==> src/rtl/iir_tap_sequencer.sv <==
// Circular sample-history buffer: stores one sample per input handshake and
// streams the TAPS most recent samples, newest first, one tap per output handshake.
module iir_tap_sequencer #(
    parameter int DATA_W = 32,
    parameter int TAPS   = 4,
    parameter int ADDR_W = 4
) (
    input  logic              clk,
    input  logic              rst,
    input  logic              in_valid,
    input  logic [DATA_W-1:0] in_data,
    output logic              in_ready,
    output logic              out_valid,
    input  logic              out_ready,
    output logic [DATA_W-1:0] out_data,
    output logic [ADDR_W-1:0] out_tap,
    output logic              out_last
);

    typedef enum logic [0:0] {
        IDLE   = 1'b0,
        STREAM = 1'b1
    } state_t;

    localparam logic [ADDR_W-1:0] ONE_A   = ADDR_W'(1);
    localparam logic [ADDR_W-1:0] LAST_A  = ADDR_W'(TAPS - 1);
    localparam logic [ADDR_W:0]   TAPS_F  = (ADDR_W + 1)'(TAPS);
    localparam logic [ADDR_W:0]   ONE_F   = (ADDR_W + 1)'(1);

    // (a - b) mod TAPS for a, b in 0..TAPS-1; TAPS need not be a power of two
    function automatic logic [ADDR_W-1:0] wrap_sub(input logic [ADDR_W-1:0] a,
                                                   input logic [ADDR_W-1:0] b);
        logic [ADDR_W:0] d;
        if (a >= b) begin
            d = {1'b0, a} - {1'b0, b};
        end else begin
            d = {1'b0, a} + TAPS_F - {1'b0, b};
        end
        return d[ADDR_W-1:0];
    endfunction

    state_t              state_r;
    state_t              state_nxt_s;
    logic [DATA_W-1:0]   mem_r [1 << ADDR_W];
    logic [ADDR_W-1:0]   wr_ptr_r;
    logic [ADDR_W-1:0]   newest_r;
    logic [ADDR_W:0]     fill_r;
    logic [ADDR_W-1:0]   k_r;
    logic [DATA_W-1:0]   out_data_r;
    logic                out_last_r;
    logic                out_valid_r;
    logic                in_ready_r;

    logic                accept_s;
    logic                xfer_s;
    logic [ADDR_W-1:0]   next_k_s;
    logic [ADDR_W-1:0]   rd_idx_s;
    logic [DATA_W-1:0]   rd_data_s;

    // Handshakes, next-tap lookup and next-state decode
    always_comb begin
        accept_s    = in_valid & in_ready_r;
        xfer_s      = out_valid_r & out_ready;
        next_k_s    = k_r + ONE_A;
        rd_idx_s    = wrap_sub(newest_r, next_k_s);
        rd_data_s   = {DATA_W{1'b0}};
        state_nxt_s = state_r;
        // History beyond the fill level has never been written and reads as zero
        if ({1'b0, next_k_s} < fill_r) begin
            rd_data_s = mem_r[rd_idx_s];
        end else begin
            rd_data_s = {DATA_W{1'b0}};
        end
        case (state_r)
            IDLE: begin
                if (accept_s) begin
                    state_nxt_s = STREAM;
                end else begin
                    state_nxt_s = IDLE;
                end
            end
            STREAM: begin
                if (xfer_s && out_last_r) begin
                    state_nxt_s = IDLE;
                end else begin
                    state_nxt_s = STREAM;
                end
            end
            default: state_nxt_s = IDLE;
        endcase
    end

    // Sample storage; contents are masked by fill after reset
    always_ff @(posedge clk) begin
        if (accept_s) begin
            mem_r[wr_ptr_r] <= in_data;
        end
    end

    // State, pointers and registered output stage
    always_ff @(posedge clk or posedge rst) begin
        if (rst) begin
            state_r     <= IDLE;
            wr_ptr_r    <= {ADDR_W{1'b0}};
            newest_r    <= {ADDR_W{1'b0}};
            fill_r      <= {(ADDR_W + 1){1'b0}};
            k_r         <= {ADDR_W{1'b0}};
            out_data_r  <= {DATA_W{1'b0}};
            out_last_r  <= 1'b0;
            out_valid_r <= 1'b0;
            in_ready_r  <= 1'b1;
        end else begin
            state_r <= state_nxt_s;
            case (state_r)
                IDLE: begin
                    if (accept_s) begin
                        newest_r    <= wr_ptr_r;
                        wr_ptr_r    <= (wr_ptr_r == LAST_A) ? {ADDR_W{1'b0}} : wr_ptr_r + ONE_A;
                        fill_r      <= (fill_r == TAPS_F) ? fill_r : fill_r + ONE_F;
                        k_r         <= {ADDR_W{1'b0}};
                        // Tap 0 is always the sample just written
                        out_data_r  <= in_data;
                        out_last_r  <= 1'b0;
                        out_valid_r <= 1'b1;
                        in_ready_r  <= 1'b0;
                    end
                end
                STREAM: begin
                    if (xfer_s) begin
                        if (out_last_r) begin
                            k_r         <= {ADDR_W{1'b0}};
                            out_data_r  <= {DATA_W{1'b0}};
                            out_last_r  <= 1'b0;
                            out_valid_r <= 1'b0;
                            in_ready_r  <= 1'b1;
                        end else begin
                            k_r        <= next_k_s;
                            out_data_r <= rd_data_s;
                            out_last_r <= (next_k_s == LAST_A);
                        end
                    end
                end
                default: begin
                    k_r         <= {ADDR_W{1'b0}};
                    out_valid_r <= 1'b0;
                    in_ready_r  <= 1'b1;
                end
            endcase
        end
    end

    assign in_ready  = in_ready_r;
    assign out_valid = out_valid_r;
    assign out_data  = out_data_r;
    assign out_tap   = k_r;
    assign out_last  = out_last_r;

endmodule

==> config.mk <==
export PLATFORM = sky130hd
export DESIGN_NAME = iir_tap_sequencer
export DESIGN_NICKNAME = d
export VERILOG_FILES = /design/src/rtl/iir_tap_sequencer.sv
export SDC_FILE = /design/constraint.sdc
export NUM_CORES = 1
export LEC_CHECK = 0
export BUFFER_PORTS_ARGS = -buffer_cell sky130_fd_sc_hd__buf_2
export CAP_MARGIN = 10
export CORE_AREA = 2 2 245 247
export CTS_BUF_LIST = sky130_fd_sc_hd__clkbuf_4 sky130_fd_sc_hd__clkbuf_8
export DETAILED_ROUTE_END_ITERATION = 6
export DIE_AREA = 0 0 247 249
export MAX_ROUTING_LAYER = met4
export PLACE_DENSITY = 0.57
export SLEW_MARGIN = 10
export SYNTH_ARGS = -nofsm -noshare
export SYNTH_HDL_FRONTEND = slang
export SYNTH_SLANG_ARGS = --single-unit
==> constraint.sdc <==
create_clock -name clk -period 6.7 [get_ports clk]
set_input_delay 1.34 -clock clk [delete_from_list [all_inputs] [get_ports clk]]
set_output_delay 1.34 -clock clk [all_outputs]
set_load 0.02 [all_outputs]
* After elaboration in Yosys (flattened, before gate mapping)
Memory sizes are Yosys's and may differ from the RTL's. Cells that the tools add are included.
Cells by class: $add $sub $neg 6, $lt $le $gt $ge 2, eq/ne operators 6, multiplexer cells 26, bitwise operators 4, reductions and logical operators 5
Operator list (number):
- $mux W32 | 4
- $pmux W32 S2 | 1
- $mux W4 | 5
- $mux W1 | 11
- $add A4 B1 Y4 const B | 2
- $eq A4 B2 Y1 const B | 2
- $pmux W1 S2 | 4
- $pmux W4 S2 | 1
- $sub A4 B4 Y4 | 2
- $reduce_and A3 Y1 | 2
- $add A5 B1 Y5 const B | 1
- $eq A5 B3 Y1 const B | 1
- $lt A4 B5 Y1 | 1
- $add A4 B3 Y4 const B | 1
- $ge A4 B4 Y1 | 1
- $ne A2 B1 Y1 const B | 2
- $reduce_and A2 Y1 | 2
- $and A1 B1 Y1 | 2
- $ne A2 B2 Y1 const B | 1
- $not A1 Y1 | 2
- $logic_and A1 B1 Y1 | 1
Storage, ports and cells: bits in registers 53, RAM bits 512, input bits 36, word-level logic and storage cells 59, memories kept 1
Memories:
- mem_r | words 16, width 32, read ports 1, clocked after memory_dff 0, wr ports 1, RTL line 44 | logic [DATA_W-1:0] mem_r [1 << ADDR_W];

* Depth between registers and ports, before layout
An unclocked memory read counts as a cell.
depth after elaboration 8, mapped depth 15, depth with buffers taken out 13

* Worst setup path before layout
OpenSTA, ideal clock, no wires.
path kind reg-to-reg, start point register k_r[0], in the netlist out_tap[0], end point register out_data_r[20], in the netlist out_data[20], library setup time 0.119 ns, arrival 3.380 ns, data required time 6.581 ns, slack 3.201 ns, cell stages (with the launch flop) 15, path buffers 2, cell sequence dfrtp_1 > ha_1 > xnor2_1 > inv_1 > ha_1 > fa_1 > xnor2_1 > a21boi_0 > o21ai_1 > o211ai_1 > buf_2 > buf_2 > mux2i_1 > o221ai_2 > o21a_1
On the way: word-level cells in the longest chain between the ends 8, elaborated cells between the ends (all ways) 11, those cells by class 3 x add/sub; 2 x order compare; 5 x mux; 1 x memory
RTL lines:
- start: declaration | RTL line 48 | logic [ADDR_W-1:0] k_r;
- start signal: assignment | RTL line 107 | k_r <= {ADDR_W{1'b0}};
- start signal: assignment | RTL line 120 | k_r <= {ADDR_W{1'b0}};
- start signal: assignment | RTL line 131 | k_r <= {ADDR_W{1'b0}};
- $add A4 B1 Y4 * | RTL line 64 | next_k_s = k_r + ONE_A;
- $sub A4 B4 Y4, or another cell as far along | RTL line 37 | d = {1'b0, a} + TAPS_F - {1'b0, b};
- $mux W4 | RTL line 34 | if (a >= b) begin
- $mem_v2 Z16 W32
- $mux W32 * | RTL line 69 | if ({1'b0, next_k_s} < fill_r) begin
- $mux W32 * | RTL line 130 | if (out_last_r) begin
- $mux W32 * | RTL line 129 | if (xfer_s) begin
- $pmux W32 S2 * | RTL line 114 | case (state_r)
- end signal: assignment | RTL line 122 | out_data_r <= in_data;
- end signal: assignment | RTL line 132 | out_data_r <= {DATA_W{1'b0}};
- end signal: assignment | RTL line 138 | out_data_r <= rd_data_s;
- end: declaration | RTL line 49 | logic [DATA_W-1:0] out_data_r;
Every way passes the cells marked *; elsewhere a longest branch is shown, timed or not. The select of a mux whose other input is x is not followed. A chain may end at the register's enable or synchronous reset.

* Worst setup path after layout
start point register k_r[1], in the netlist out_tap[1], end point register out_data_r[7], in the netlist out_data[7]
The elaborated chain is that of the path after synthesis.

==> report_table.html <==
<table>
<tr><th>Metric</th><th>Value</th></tr>
<tr><th colspan="2">Yosys</th></tr>
<tr><td>Gate Count Post-Synth</td><td>1074</td></tr>
<tr><td>Register bit count reported by yosys</td><td>565</td></tr>
<tr><td>Post-synth ARST share</td><td>9.381%</td></tr>
<tr><td>Number of enable flip-flop cells after synthesis</td><td>512</td></tr>
<tr><td>Yosys warning total</td><td>0</td></tr>
<tr><td>Main flop type after synthesis</td><td>sky130_fd_sc_hd__edfxtp_1</td></tr>
<tr><td>Fraction of the yosys area taken by sequential cells</td><td>about three quarters</td></tr>
<tr><td>Syn avg cell area</td><td>slightly above 20 um2</td></tr>
<tr><td>Area of the mapped netlist</td><td>22140 um2</td></tr>
<tr><td>Distinct cell type count after synthesis</td><td>slightly below 50</td></tr>
<tr><td>Post-synthesis net count</td><td>1126</td></tr>
<tr><th colspan="2">Power</th></tr>
<tr><td>Share of total power in sequential cells</td><td>around 55%</td></tr>
<tr><td>Combinational power share</td><td>less than 1%</td></tr>
<tr><td>Internal portion of total power</td><td>5.586 mW</td></tr>
<tr><td>Leakage dissipation</td><td>about 8.6 nW</td></tr>
<tr><td>Proportion of total power due to net switching</td><td>between 20% and 30%</td></tr>
<tr><td>P_sw</td><td>1.404 mW</td></tr>
<tr><td>Clock network power share</td><td>around 44%</td></tr>
<tr><td>Worst VDD drop</td><td>between 0.15 and 0.2 mV</td></tr>
<tr><td>Power per cell area</td><td>274.7 nW/um2</td></tr>
<tr><th colspan="2">Finish</th></tr>
<tr><td>Final instance count without filler cells</td><td>2064</td></tr>
<tr><td>Fin util</td><td>a little over two fifths</td></tr>
<tr><td>Fraction of final layout cells sized beyond drive strength 1</td><td>31.98%</td></tr>
<tr><td>Fillcell total</td><td>5071</td></tr>
<tr><td>Total number of nets in the final design</td><td>1262</td></tr>
<tr><td>Synthesis-to-finish area growth</td><td>14.98%</td></tr>
<tr><th colspan="2">Job</th></tr>
<tr><td>Max-cap violations</td><td>0</td></tr>
<tr><th colspan="2">Routing</th></tr>
<tr><td>Drt drc</td><td>0</td></tr>
<tr><td>Remaining antenna violation count</td><td>0</td></tr>
<tr><td>First-pass DRT Iterations</td><td>5</td></tr>
<tr><td>Vias per std cell</td><td>5.327</td></tr>
<tr><td>Number of vias after detailed routing</td><td>roughly 11000</td></tr>
<tr><td>DR iter-0 viols</td><td>around 830</td></tr>
<tr><td>Detailed-route wire length per cell</td><td>~26 um</td></tr>
<tr><td>Total detailed-routing wirelength</td><td>52690 um</td></tr>
<tr><th colspan="2">Critical path</th></tr>
<tr><td>Sort of element at the start of the critical path</td><td>flop</td></tr>
<tr><td>Sort of element at the end of the critical path</td><td>flop</td></tr>
<tr><td>Arrival @ worst endpoint</td><td>between 5 and 6 ns</td></tr>
<tr><td>CP Class</td><td>reg -&gt; reg</td></tr>
<tr><td>Critical path peak fanout</td><td>37</td></tr>
<tr><td>WP data required</td><td>7.19 ns</td></tr>
<tr><th colspan="2">Timing</th></tr>
<tr><td>Tcrit/Tclk final</td><td>67.55%</td></tr>
<tr><td>Sum of negative setup slack</td><td>0 ns</td></tr>
<tr><td>Setup repair after global routing missed its margin</td><td>no</td></tr>
<tr><td>Final setup slack of the worst path</td><td>2.174 ns</td></tr>
<tr><td>Final-report setup violation count</td><td>0</td></tr>
<tr><td>Relative slew slack</td><td>28.50%</td></tr>
<tr><td>Final period demand of the worst path</td><td>4.526 ns</td></tr>
<tr><td>Skew final</td><td>0.02671 ns</td></tr>
<tr><td>Slew Limit Fails</td><td>0</td></tr>
<tr><td>Highest clock rate</td><td>between 200 and 250 MHz</td></tr>
<tr><td>Final-report hold violation count</td><td>0</td></tr>
<tr><td>Worst-margin pin slew</td><td>1.071 ns</td></tr>
<tr><th colspan="2">Floorplanning</th></tr>
<tr><td>Effective utilization at floorplan</td><td>between 30% and 40%</td></tr>
<tr><td>Die height</td><td>249 um</td></tr>
<tr><td>Placement row count</td><td>89</td></tr>
<tr><td>Overall die width</td><td>~250 um</td></tr>
<tr><td>Overall die area</td><td>61500 um2</td></tr>
<tr><td>Core ar.</td><td>a little under 60000 um2</td></tr>
<tr><td>Number of top-level pins</td><td>75</td></tr>
<tr><th colspan="2">Clock tree</th></tr>
<tr><td>Post-CTS Setup Repair Bufs</td><td>0</td></tr>
<tr><td>TritonCTS clock tree</td><td>done</td></tr>
<tr><td>CTS root buffer</td><td>sky130_fd_sc_hd__clkbuf_8</td></tr>
<tr><td>Total clock buffers created by CTS</td><td>approximately 90</td></tr>
<tr><td>CTS resizes</td><td>0</td></tr>
<tr><td>H-tree depth</td><td>3</td></tr>
<tr><td>Max Root-Sink Buffers</td><td>3</td></tr>
<tr><td>TritonCTS sink count</td><td>565</td></tr>
<tr><td>Hold-fix buffers at CTS</td><td>0</td></tr>
<tr><td>Later-pin clock latency in the skew report</td><td>0.67 ns</td></tr>
<tr><td>Clock input transition at the sequential cells of the worst setup and hold paths</td><td>about 0.06 ns</td></tr>
<tr><th colspan="2">Global route</th></tr>
<tr><td>All-layer global routing usage</td><td>roughly 18%</td></tr>
<tr><td>Global-route wire length before repair</td><td>77000 um</td></tr>
<tr><td>Largest net degree at the start of global routing</td><td>85</td></tr>
<tr><td>Via count of the first global-routing pass</td><td>11550</td></tr>
<tr><td>Global route overflow</td><td>0</td></tr>
<tr><td>Antenna violations before repair</td><td>6</td></tr>
<tr><th colspan="2">Placement</th></tr>
<tr><td>Worst slack at placement</td><td>roughly 2.3 ns</td></tr>
<tr><td>Estimated wirelength of the detail-placed design</td><td>around 26000 um</td></tr>
<tr><td>Routability Congestion</td><td>0.7591</td></tr>
<tr><td>Number of cells in the design after placement</td><td>between 1500 and 2000</td></tr>
<tr><td>PortBufs</td><td>74</td></tr>
<tr><th colspan="2">Min path</th></tr>
<tr><td>Class of the most critical hold timing path</td><td>reg -&gt; reg</td></tr>
<tr><th colspan="2">Status</th></tr>
<tr><td>Status</td><td>finished clean</td></tr>
</table>
-- final timing paths --
| path | start | to | slack (ns) | depth (start not counted) |
|---|---|---|---|---|
| setup / recovery | out_tap[1] | out_data[7] | 2.17 | 12 |
| hold / removal | out_data[27] | out_data[27] | 0.51 | 1 |
| setup reg to reg | out_tap[1] | out_data[7] | 2.17 | 12 |
| hold reg to reg | out_data[27] | out_data[27] | 0.51 | 1 |
| max in group asynchronous | rst | out_data[13] | 5.10 | 3 |
| min in group asynchronous | rst | out_data[15] | 0.96 | 3 |
-- power by group through the flow --
stage | Sequential [mW] | Clock, mW | Combinational (mW)
after floorplan | 3.92 | 0 | 0.00584
after global placement | 3.92 | 0 | 0.0565
after detailed placement | 3.92 | 0 | 0.0612
after CTS | 3.84 | 3.16 | 0.0611
after global routing | 3.84 | 3.29 | 0.0680
final | 3.84 | 3.09 | 0.0604
-- metrics by stage --
step                total power [mW]  hold slack (ns)  cell area [um2]
CTS                            7.063           0.5109            25440
global placement               3.972           0.4913            23510
global route                   7.201           0.5396            25450
floorplan                      3.923           0.4681            22140
finish                         6.990           0.5087            25450
detailed placement             3.977           0.4971            23510
-- placed cells by master, fill, tap and decap left out, drive strengths merged, types with 18 or more instances in the layout --
cell type	netlist	layout
nand2	18	18
dfrtp	52	52
clkbuf	41	136
mux4	128	128
mux2i	65	65
edfxtp	512	512
o21ai	62	62
clkinv	0	22
buf	13	99
nor2	24	24
inv	15	19
-- critical path, stage by stage (launching register included) --
cell and delay, ns:
sky130_fd_sc_hd__dfrtp_1 0.43, sky130_fd_sc_hd__ha_1 0.24, sky130_fd_sc_hd__xnor2_1 0.33, sky130_fd_sc_hd__inv_1 0.13, sky130_fd_sc_hd__ha_1 0.38, sky130_fd_sc_hd__fa_1 0.44
sky130_fd_sc_hd__xnor2_1 0.20, sky130_fd_sc_hd__a21boi_0 0.22, sky130_fd_sc_hd__o21ai_1 0.09, sky130_fd_sc_hd__o211ai_1 0.23, sky130_fd_sc_hd__buf_4 0.70, sky130_fd_sc_hd__or4_1 0.70
sky130_fd_sc_hd__o21ai_0 0.22
-- cells by family after synthesis --
kind of cell	after synthesis	synth area share, %
flip-flops	565	75.45
multiplexers	194	16.01
AO/OA/AOI/OAI	122	3.403
AND/OR/NAND/NOR	96	2.368
buffers and inverters	69	1.300
adder cells (fa/ha/maj)	18	1.068
XOR/XNOR	10	0.3957
-- per-layer routing --
layer  up-vias  wire length [um]  global-route usage, %
met2       319             26240                  28.72
met4         0               970                  4.940
met1      5891             22570                  23.12
met3        83              2912                  3.846
li1       4702                 -                      -
met5         -                 0                      -
-- synth_stat cells (8+ instances only) --
cell / n / share of area (%)
sky130_fd_sc_hd__edfxtp_1: 512 / 69
sky130_fd_sc_hd__mux4_2: 128 / 13
sky130_fd_sc_hd__mux2i_1: 65 / 2.9
sky130_fd_sc_hd__dfrtp_1: 52 / 5.9
sky130_fd_sc_hd__clkbuf_1: 41 / 0.70
sky130_fd_sc_hd__o21ai_0: 35 / 0.79
sky130_fd_sc_hd__o21ai_1: 27 / 0.61
sky130_fd_sc_hd__nor2_1: 24 / 0.41
sky130_fd_sc_hd__nand2_1: 18 / 0.31
sky130_fd_sc_hd__a21oi_1: 17 / 0.38
sky130_fd_sc_hd__o22a_1: 17 / 0.67
sky130_fd_sc_hd__and2_1: 16 / 0.45
sky130_fd_sc_hd__nor3b_1: 16 / 0.54
sky130_fd_sc_hd__inv_1: 15 / 0.25
sky130_fd_sc_hd__o21a_1: 15 / 0.51
sky130_fd_sc_hd__ha_1: 14 / 0.79
sky130_fd_sc_hd__buf_2: 8 / 0.18
sky130_fd_sc_hd__xnor2_1: 8 / 0.32
-- state kept, by name, indices dropped and copies added, names as in the netlist --
signal,flops
out_data,32
wr_ptr_r,4
out_valid,1
out_tap,4
newest_r,4
state_r,1
in_ready,1
out_last,1
mem_r,512
fill_r,5
-- cell type report --
type	instances	area (um2)	area share, %
clock inverters	30	232.7	0.9144
repair buffers	99	583.1	2.291
clock buffers	136	1690	6.641
flip-flops and latches	565	16700	65.62
well taps	773	967.2	3.800
diodes	6	15.01	0.05899
multi-input cells	440	5205	20.45
inverters	15	56.30	0.2212
(Power assumes the default switching activity.)
